$ cat config.mk
export PLATFORM = sky130hd
export DESIGN_NAME = sat_shift_agc
export DESIGN_NICKNAME = d
export VERILOG_FILES = /design/src/rtl/sat_shift_agc.sv
export SDC_FILE = /design/constraint.sdc
export NUM_CORES = 1
export LEC_CHECK = 0
export ABC_AREA = 1
export BUFFER_PORTS_ARGS = -buffer_cell sky130_fd_sc_hd__clkbuf_2
export CAP_MARGIN = 20
export CORE_MARGIN = 5
export CORE_UTILIZATION = 50
export CTS_CLUSTER_DIAMETER = 80
export DETAILED_ROUTE_END_ITERATION = 10
export PLACE_DENSITY_LB_ADDON = 0.1
export SLEW_MARGIN = 15
export SYNTH_ARGS = -nofsm -noshare
export SYNTH_HDL_FRONTEND = slang
export SYNTH_SLANG_ARGS = --single-unit
$ cat constraint.sdc
create_clock -name clk -period 2.4 [get_ports clk]
set_input_delay 0.12 -clock clk [delete_from_list [all_inputs] [get_ports clk]]
set_output_delay 0.12 -clock clk [all_outputs]
set_load 0.05 [all_outputs]
$ cat src/rtl/sat_shift_agc.sv
`default_nettype none
// ============================================================================
//  Module      : sat_shift_agc
//  Description : Receive-path gain stage. Arithmetic right shift of a wide
//                signed sample, symmetric saturation to OSZ bits, and a
//                windowed saturation counter that steps the shift
//                automatically (auto_en=1) or follows a software value
//                (auto_en=0).
//  Ports       : clk, rst            - clock, async active-high reset
//                in, in_valid        - signed input sample and qualifier
//                auto_en             - 1 = automatic shift, 0 = manual
//                shift_manual        - shift used in manual mode
//                out, out_valid, sat - registered result, qualifier, clamp flag
//                shift               - shift currently applied
//                sat_count_last      - saturation count of last full window
//                shift_changed       - one-cycle pulse on automatic change
//  Revision    : 1.0 - initial release
// ============================================================================
module sat_shift_agc #(
    parameter int ISZ       = 17,
    parameter int OSZ       = 12,
    parameter int SHW       = 3,
    parameter int MAX_SHIFT = 5,
    parameter int WIN_LOG2  = 10,
    parameter int SAT_THR   = 4
) (
    input  logic                clk,
    input  logic                rst,
    input  logic [ISZ-1:0]      in,
    input  logic                in_valid,
    input  logic                auto_en,
    input  logic [SHW-1:0]      shift_manual,
    output logic [OSZ-1:0]      out,
    output logic                out_valid,
    output logic                sat,
    output logic [SHW-1:0]      shift,
    output logic [WIN_LOG2:0]   sat_count_last,
    output logic                shift_changed
);

    // Clamp limits expressed at input width so the comparison is exact.
    localparam logic signed [ISZ-1:0] c_pos_lim   = ISZ'((1 <<< (OSZ-1)) - 1);
    localparam logic signed [ISZ-1:0] c_neg_lim   = ~c_pos_lim;
    localparam logic [OSZ-1:0]        c_pos_out   = {1'b0, {(OSZ-1){1'b1}}};
    localparam logic [OSZ-1:0]        c_neg_out   = {1'b1, {(OSZ-1){1'b0}}};
    localparam logic [SHW-1:0]        c_max_shift = SHW'(MAX_SHIFT);
    localparam logic [SHW-1:0]        c_shift_one = SHW'(1);
    localparam logic [WIN_LOG2:0]     c_sat_thr   = (WIN_LOG2+1)'(SAT_THR);
    localparam logic [WIN_LOG2-1:0]   c_win_last  = {WIN_LOG2{1'b1}};
    localparam logic [WIN_LOG2-1:0]   c_win_one   = WIN_LOG2'(1);

    typedef enum logic [0:0] {
        ST_ACCUM  = 1'b0,
        ST_DECIDE = 1'b1
    } state_t;

    state_t                 r_state;
    logic [OSZ-1:0]         r_out;
    logic                   r_out_valid;
    logic                   r_sat;
    logic [SHW-1:0]         r_shift;
    logic [WIN_LOG2:0]      r_sat_count_last;
    logic                   r_shift_changed;
    logic [WIN_LOG2-1:0]    r_win_cnt;
    logic [WIN_LOG2:0]      r_sat_cnt;
    logic                   r_any_high;
    logic                   r_hold;

    logic signed [ISZ-1:0]  w_shifted;
    logic [OSZ-1:0]         w_sample;
    logic                   w_sat;
    logic                   w_high;
    logic [SHW-1:0]         w_shift_man;
    logic [WIN_LOG2:0]      w_sat_inc;

    assign w_shifted = $signed(in) >>> r_shift;

    always_comb begin
        w_sample = w_shifted[OSZ-1:0];
        w_sat    = 1'b0;
        if (w_shifted > c_pos_lim) begin
            w_sample = c_pos_out;
            w_sat    = 1'b1;
        end else if (w_shifted < c_neg_lim) begin
            w_sample = c_neg_out;
            w_sat    = 1'b1;
        end
    end

    // Top three bits not all equal means |sample| >= 2^(OSZ-3).
    assign w_high = !((w_sample[OSZ-1] == w_sample[OSZ-2]) &&
                      (w_sample[OSZ-2] == w_sample[OSZ-3]));

    assign w_shift_man = (shift_manual > c_max_shift) ? c_max_shift : shift_manual;
    assign w_sat_inc   = {{WIN_LOG2{1'b0}}, w_sat};

    always_ff @(posedge clk or posedge rst) begin
        if (rst) begin
            r_state          <= ST_ACCUM;
            r_out            <= '0;
            r_out_valid      <= 1'b0;
            r_sat            <= 1'b0;
            r_shift          <= '0;
            r_sat_count_last <= '0;
            r_shift_changed  <= 1'b0;
            r_win_cnt        <= '0;
            r_sat_cnt        <= '0;
            r_any_high       <= 1'b0;
            r_hold           <= 1'b0;
        end else begin
            r_out_valid     <= in_valid;
            r_shift_changed <= 1'b0;
            if (in_valid) begin
                r_out <= w_sample;
                r_sat <= w_sat;
            end

            if (!auto_en) begin
                // Manual: follow software, keep the controller idle and clean
                // so re-enabling starts a fresh window from this shift.
                r_shift    <= w_shift_man;
                r_win_cnt  <= '0;
                r_sat_cnt  <= '0;
                r_any_high <= 1'b0;
                r_hold     <= 1'b0;
                r_state    <= ST_ACCUM;
            end else begin
                case (r_state)
                    ST_ACCUM: begin
                        if (in_valid) begin
                            r_win_cnt  <= r_win_cnt + c_win_one;
                            r_sat_cnt  <= r_sat_cnt + w_sat_inc;
                            r_any_high <= r_any_high | w_high;
                            if (r_win_cnt == c_win_last) begin
                                r_state <= ST_DECIDE;
                            end
                        end
                    end
                    ST_DECIDE: begin
                        r_sat_count_last <= r_sat_cnt;
                        if (r_hold) begin
                            // Skip one window after a change to let it settle.
                            r_hold <= 1'b0;
                        end else if ((r_sat_cnt > c_sat_thr) && (r_shift < c_max_shift)) begin
                            r_shift         <= r_shift + c_shift_one;
                            r_hold          <= 1'b1;
                            r_shift_changed <= 1'b1;
                        end else if (!r_any_high && (r_shift != '0)) begin
                            r_shift         <= r_shift - c_shift_one;
                            r_hold          <= 1'b1;
                            r_shift_changed <= 1'b1;
                        end
                        // A sample arriving now was shaped with the old shift
                        // and opens the next window.
                        r_win_cnt  <= in_valid ? c_win_one : '0;
                        r_sat_cnt  <= (in_valid && w_sat) ? {{WIN_LOG2{1'b0}}, 1'b1} : '0;
                        r_any_high <= in_valid & w_high;
                        r_state    <= ST_ACCUM;
                    end
                    default: r_state <= ST_ACCUM;
                endcase
            end
        end
    end

    assign out            = r_out;
    assign out_valid      = r_out_valid;
    assign sat            = r_sat;
    assign shift          = r_shift;
    assign sat_count_last = r_sat_count_last;
    assign shift_changed  = r_shift_changed;

endmodule
`default_nettype wire

Word level (Yosys, flattened, before mapping):

Cells that the tools add are included.

* output and inout port bits: 29
* logic and storage cells: 72
* latch bits: 0
* register bits: 53
* memories kept: 0
* memory bits (writable): 0
* input bits: 24
* memory bits (read-only): 0

* reductions and logical operators: 9
* bitwise logic cells: 3
* eq/ne operators: 7
* multipliers: 0
* mux-type cells: 32
* divide/modulo/power cells: 0
* shift-type cells: 1
* magnitude comparators: 5
* add/subtract/negate cells: 4

Operators by type and width (count)
* $mux 12: 2
* $mux 11: 2
* $pmux 11 s2: 1
* $mux 10: 2
* $pmux 10 s2: 1
* $mux 3: 6
* $gt 17x12->1 const B: 1
* $lt 17x12->1 const B: 1
* $sshr 17x3->17: 1
* $mux 1: 16
* $add 11x1->11: 1
* $gt 11x3->1 const B: 1
* $add 10x1->10 const B: 1
* $eq 10x10->1 const B: 1
* $logic_and 1x1->1: 4
* $pmux 1 s2: 2
* $add 3x1->3 const B: 1
* $gt 3x3->1 const B: 1
* $lt 3x3->1 const B: 1
* $ne 3x1->1 const B: 1
* $ne 3x3->1 const B: 1
* $reduce_and 3->1: 1
* $reduce_bool 3->1: 1
* $sub 3x1->3 const B: 1
* other kinds (8): 10

Logic depth before layout (Yosys ltp):

* word-level depth: 11
* depth in mapped cells: 22
* mapped depth without buffers: 21

Worst setup path after synthesis:

Ideal clock, no wire load.

* kind: flip-flop to flip-flop
* start: reg r_shift[0] (netlist: shift[0])
* end: reg r_sat_cnt[10]
* slack: -0.441 ns
* period minus slack after synthesis: 2.841 ns
* cell stages (with the launch flop): 21
* buffers on the path: 1
* setup time: 0.123 ns
* arrival time: 2.718 ns
* data required time: 2.277 ns
* cell sequence: dfrtp_1 > buf_6 > nand2_1 > nand3_1 > nand3_1 > nand2_1 > inv_1 > nand3_1 > nand2_2 > nand2_1 > ha_1 > ha_1 > nand3_1 > nor3_1 > nand2_1 > nor2_1 > inv_1 > nor3_2 > nand2_1 > o21ai_0 > a21oi_1

* longest elaborated chain between the ends: 8
* elaborated cells between the ends (all ways): 9
* classes of those cells: add/sub: 1; order compare: 2; shift: 1; mux: 5

RTL lines
* start, declared: line 61 `logic [SHW-1:0] r_shift;`
* start signal, assigned: line 121 `r_shift <= w_shift_man;`
* start signal, assigned: line 145 `r_shift <= r_shift + c_shift_one;`
* start signal, assigned: line 149 `r_shift <= r_shift - c_shift_one;`
* $sshr 17x3->17 (*): line 76 `assign w_shifted = $signed(in) >>> r_shift;`
* $lt 17x12->1: line 84 `end else if (w_shifted < c_neg_lim) begin`
* $mux 1: line 84
* $mux 1 (*): line 81 `if (w_shifted > c_pos_lim) begin`
* named net w_sat: line 71 `logic w_sat;`
* $add 11x1->11 (*): line 132 `r_sat_cnt <= r_sat_cnt + w_sat_inc;`
* $mux 11 (*): line 130 `if (in_valid) begin`
* $pmux 11 s2 (*): line 128 `case (r_state)`
* $mux 11 (*): line 118 `if (!auto_en) begin`
* end signal, assigned: line 132
* end signal, assigned: line 156 `r_sat_cnt <= (in_valid && w_sat) ? {{WIN_LOG2{1'b0}}, 1'b1} : '0;`
* end, declared: line 65 `logic [WIN_LOG2:0] r_sat_cnt;`

The timed path passes the listed nets; every way through them passes the cells marked *. The select of a mux whose other input is x is not followed.
A chain may end at the register's enable or synchronous reset.

Worst setup path in the final report:

Same ends and word-level chain as after synthesis.

==> impl_metrics.json <==
{
  "io-pin-count": 53,
  "setup_slack_ns": -0.327,
  "worst_skew_pair.late_latency_ns": 0.31,
  "syn_std_cell_area_sq_um": 2980,
  "layout.area.seq_sq_um": 1330,
  "drc_errors": 0,
  "vias": 3004,
  "post_synth_num_cell_types": 38,
  "cts_buffers": 5,
  "ys_async_sr_fraction_pct": 100,
  "worst_setup_hold_path_clk_slew_ns": 0.10,
  "crit_top_cell": "sky130_fd_sc_hd__nand2_2",
  "worstMarginPinSlew_ns": 0.601,
  "die_area_sq_um": 7600,
  "layout.core_utilization_pct": 67.1,
  "drtPass1Iterations": 5,
  "p_per_area_nw_per_um2": 585,
  "tritoncts": "yes",
  "cellLeakagePower_nw": 1.91,
  "failed_checks": "negative setup slack",
  "critPathKind": "flop to flop",
  "antenna_violating_nets_post_route": 0,
  "gp_congestion": 0.886,
  "remaining_global_route_overflow": 0,
  "drive_gt1_share_pct": 33.4,
  "first_global_vias": 2786,
  "detailed_place_hpwl_um": 5460,
  "clock_tree.htree_level_count": 2,
  "final_cell_area_sq_um": 3930,
  "status": "complete, but fails checks",
  "report.final.setup_viol": 5,
  "critical_path_start_type": "flop",
  "finalWorstPathRequiredPeriod_ns": 2.73,
  "top_delay_family_on_crit_path": "simple AND/OR/NAND/NOR gates",
  "design.final.nets": 515,
  "io_buffers": 52,
  "layout-area-overhead-vs-synth_pct": 31.8,
  "core_area_sq_um": 5850,
  "track_usage_pct": 21.2,
  "critical-path-slowest-cell": "sky130_fd_sc_hd__dfrtp_2",
  "timing.critical_path.slowest_cell_delay_ns": 0.47,
  "period_share_pct": 114,
  "worst_path_max_fanout": 7,
  "synthesized_netlist_net_count": 422,
  "yosys_warnings": 0,
  "first_pass_grt_wire_length_um": 12900,
  "use_met1_pct": 29.8,
  "place_area_sq_um": 3480,
  "dp_worst_setup_slack_ns": -0.240,
  "grt.met2_usage_pct": 34.0,
  "cp_num_buf_inv": 2,
  "unrepaired_setup_endpoints_after_global_routing": "yes",
  "synth_edf_count": 0,
  "fillers": 483,
  "postSynthAreaPerCell_sq_um": 7.56,
  "globalRouteMet3Util_pct": 3.03,
  "die_width_um": 87.2,
  "ctsLongestPathBuffers": 2,
  "clock_tree.root_cell": "sky130_fd_sc_hd__clkbuf_8",
  "achievable-frequency_mhz": 367,
  "insertedDiodeCount": 0,
  "slew-limit-headroom_pct": 59.8,
  "finalMaxSlewViolations": 0,
  "starting_density_of_the_core_pct": 50.9,
  "seq_area_frac_synth_pct": 44.5,
  "number_of_vias_per_cell": 5.34,
  "flops_latches_synth": 53,
  "worstPathRequired_ns": 2.61,
  "cp_cell_sequence": "clkinv_4 > nand2_2 > nand3_2 > nand2_2 > nand2_1 > nand2_2 > nor2_2 > nand2_2 > nand2_2 > nand2_4 > ha_4 > ha_4 > nand3_4 > nor3_2 > nand2_1 > nor2_2 > inv_2 > nor3_4 > nand2_1 > o21ai_1 > a21oi_1",
  "grt_max_degree": 25,
  "endpoint_kind": "flop",
  "hold_path.class": "primary input to flop",
  "arrival_ns": 2.94,
  "die_height_um": 87.2,
  "peakVddDrop_v": 0.000424,
  "synth_ff_type": "sky130_fd_sc_hd__dfrtp_1",
  "std_cell_rows": 28,
  "r2r_setup_slack_ns": -0.33,
  "postSynthCellCount": 394,
  "cap_violations": 0,
  "routed_wirelength_um": 8000,
  "fin_worst_skew_ns": 0.00522,
  "total_power_w": 0.00230,
  "routedWlPerCell_um": 14.2,
  "clock-sinks": 53,
  "multi_input_gate_area_in_the_final_layout_sq_um": 1600,
  "gr-max-usage-layer": "met2",
  "placed_cells_incl_taps": 530,
  "report.final.hold_viol_count": 0,
  "number_of_antenna_violations_at_the_first_check_in_global_routing": 0,
  "drtIter0Drc": 242,
  "layoutNonFillerInstCount": 563
}
## path summary, 6_finish.rpt
check	startpoint	end	depth (start not counted)
hold / removal	shift_manual[1]	shift[1]$_DFFE_PP0P_	3
hold reg to reg	r_win_cnt[7]$_DFFE_PP0P_	r_win_cnt[7]$_DFFE_PP0P_	1
min in group asynchronous	rst	sat_count_last[2]$_DFFE_PP0P_	3
max in group asynchronous	rst	out[10]$_DFFE_PP0P_	4
setup / recovery	shift[0]$_DFFE_PP0P_	r_sat_cnt[10]$_DFFE_PP0P_	21
setup reg to reg	shift[0]$_DFFE_PP0P_	r_sat_cnt[10]$_DFFE_PP0P_	21
## state kept, by name, summed over array words and instances, names as in the netlist
| register | flops |
|---|---|
| r_state | 1 |
| shift_changed | 1 |
| r_any_high | 1 |
| r_hold | 1 |
| sat_count_last | 11 |
| shift | 3 |
| out_valid | 1 |
| r_sat_cnt | 11 |
| r_win_cnt | 10 |
| sat | 1 |
| out | 12 |
## report_power, final
group	switching, W	total [W]	internal [W]
Sequential	0.0000429	0.000983	0.000940
Combinational	0.000449	0.000692	0.000243
Clock	0.000311	0.000624	0.000313
Total	0.000802	0.00230	0.00150
## layout by cell type (no fill, tap or decap), drive strengths merged, types with 3 or more instances in the layout
master,n
a21oi,28
buf,49
clkbuf,57
dfrtp,53
ha,3
inv,36
mux2i,4
nand2,108
nand3,30
nand4,3
nor2,35
nor3,10
nor4,5
o211ai,3
o21ai,47
## kinds of logic after synthesis
family,after synthesis,synth area share [%]
AOI/OAI and AO/OA,87,15.9
xor gates and xnor gates,1,0.294
adders and majority gates,4,1.93
buffers and inverters,52,7.60
DFF,53,44.5
muxes,5,1.72
and+or+nand+nor,192,28.0
## metrics by stage
stage	setup TNS [ns]	hold WS, ns
CTS	-0.0889	0.101
finish	-0.896	0.0920
detailed placement	-0.432	0.164
global placement	-0.134	0.165
global route	-1.79	0.113
floorplan	-0.273	0.151
## cell usage after synthesis, types with 3 or more instances
master | number | area [sq um]
sky130_fd_sc_hd__nand3_1 | 29 | 145
sky130_fd_sc_hd__mux2i_1 | 4 | 40.0
sky130_fd_sc_hd__nand4_1 | 3 | 18.8
sky130_fd_sc_hd__nor2_1 | 32 | 120
sky130_fd_sc_hd__clkbuf_1 | 10 | 37.5
sky130_fd_sc_hd__buf_6 | 3 | 33.8
sky130_fd_sc_hd__nand2_2 | 6 | 37.5
sky130_fd_sc_hd__o21ai_1 | 3 | 15.0
sky130_fd_sc_hd__dfrtp_1 | 53 | 1330
sky130_fd_sc_hd__nor3_1 | 9 | 45.0
sky130_fd_sc_hd__a21oi_1 | 27 | 135
sky130_fd_sc_hd__o211ai_1 | 3 | 22.5
sky130_fd_sc_hd__inv_2 | 4 | 15.0
sky130_fd_sc_hd__nor4_1 | 5 | 31.3
sky130_fd_sc_hd__ha_1 | 3 | 37.5
sky130_fd_sc_hd__nand2_1 | 102 | 383
sky130_fd_sc_hd__inv_1 | 31 | 116
sky130_fd_sc_hd__o21ai_0 | 43 | 215
## repair_timing
item,4_1_cts,5_1_grt
hold endpoints to repair,22,0
hold buffers,1,0
pin swaps,14,20
buffers inserted,14,10
resized for setup,8,30
cloned,0,0
setup endpoints to repair,4,6
## worst reg2reg max path, stage by stage (launching register included)
cell and delay [ns]:
sky130_fd_sc_hd__dfrtp_2 0.47, sky130_fd_sc_hd__clkinv_4 0.14, sky130_fd_sc_hd__nand2_2 0.11, sky130_fd_sc_hd__nand3_2 0.06, sky130_fd_sc_hd__nand2_2 0.11, sky130_fd_sc_hd__nand2_1 0.08, sky130_fd_sc_hd__nand2_2 0.11, sky130_fd_sc_hd__nor2_2 0.06
sky130_fd_sc_hd__nand2_2 0.07, sky130_fd_sc_hd__nand2_2 0.07, sky130_fd_sc_hd__nand2_4 0.08, sky130_fd_sc_hd__ha_4 0.14, sky130_fd_sc_hd__ha_4 0.14, sky130_fd_sc_hd__nand3_4 0.07, sky130_fd_sc_hd__nor3_2 0.16, sky130_fd_sc_hd__nand2_1 0.10
sky130_fd_sc_hd__nor2_2 0.16, sky130_fd_sc_hd__inv_2 0.07, sky130_fd_sc_hd__nor3_4 0.17, sky130_fd_sc_hd__nand2_1 0.09, sky130_fd_sc_hd__o21ai_1 0.11, sky130_fd_sc_hd__a21oi_1 0.06
## routing by layer
layer,routed length (um),vias up,part of all wire (%)
met3,463,15,5.8
met5,0,-,0
met2,3630,101,45
met1,3740,1391,47
met4,160,0,2.0
li1,-,1497,-
## cell type report
| class | count | area share [%] |
|---|---|---|
| Timing Repair Buffer | 102 | 16.3 |
| Sequential cell | 53 | 33.9 |
| Tap cell | 75 | 2.39 |
| Inverter | 36 | 3.70 |
| Clock buffer | 5 | 1.75 |
| Multi-Input combinational cell | 289 | 40.8 |
| Clock inverter | 3 | 1.12 |
Note: power is estimated with default switching activity, not from simulation.
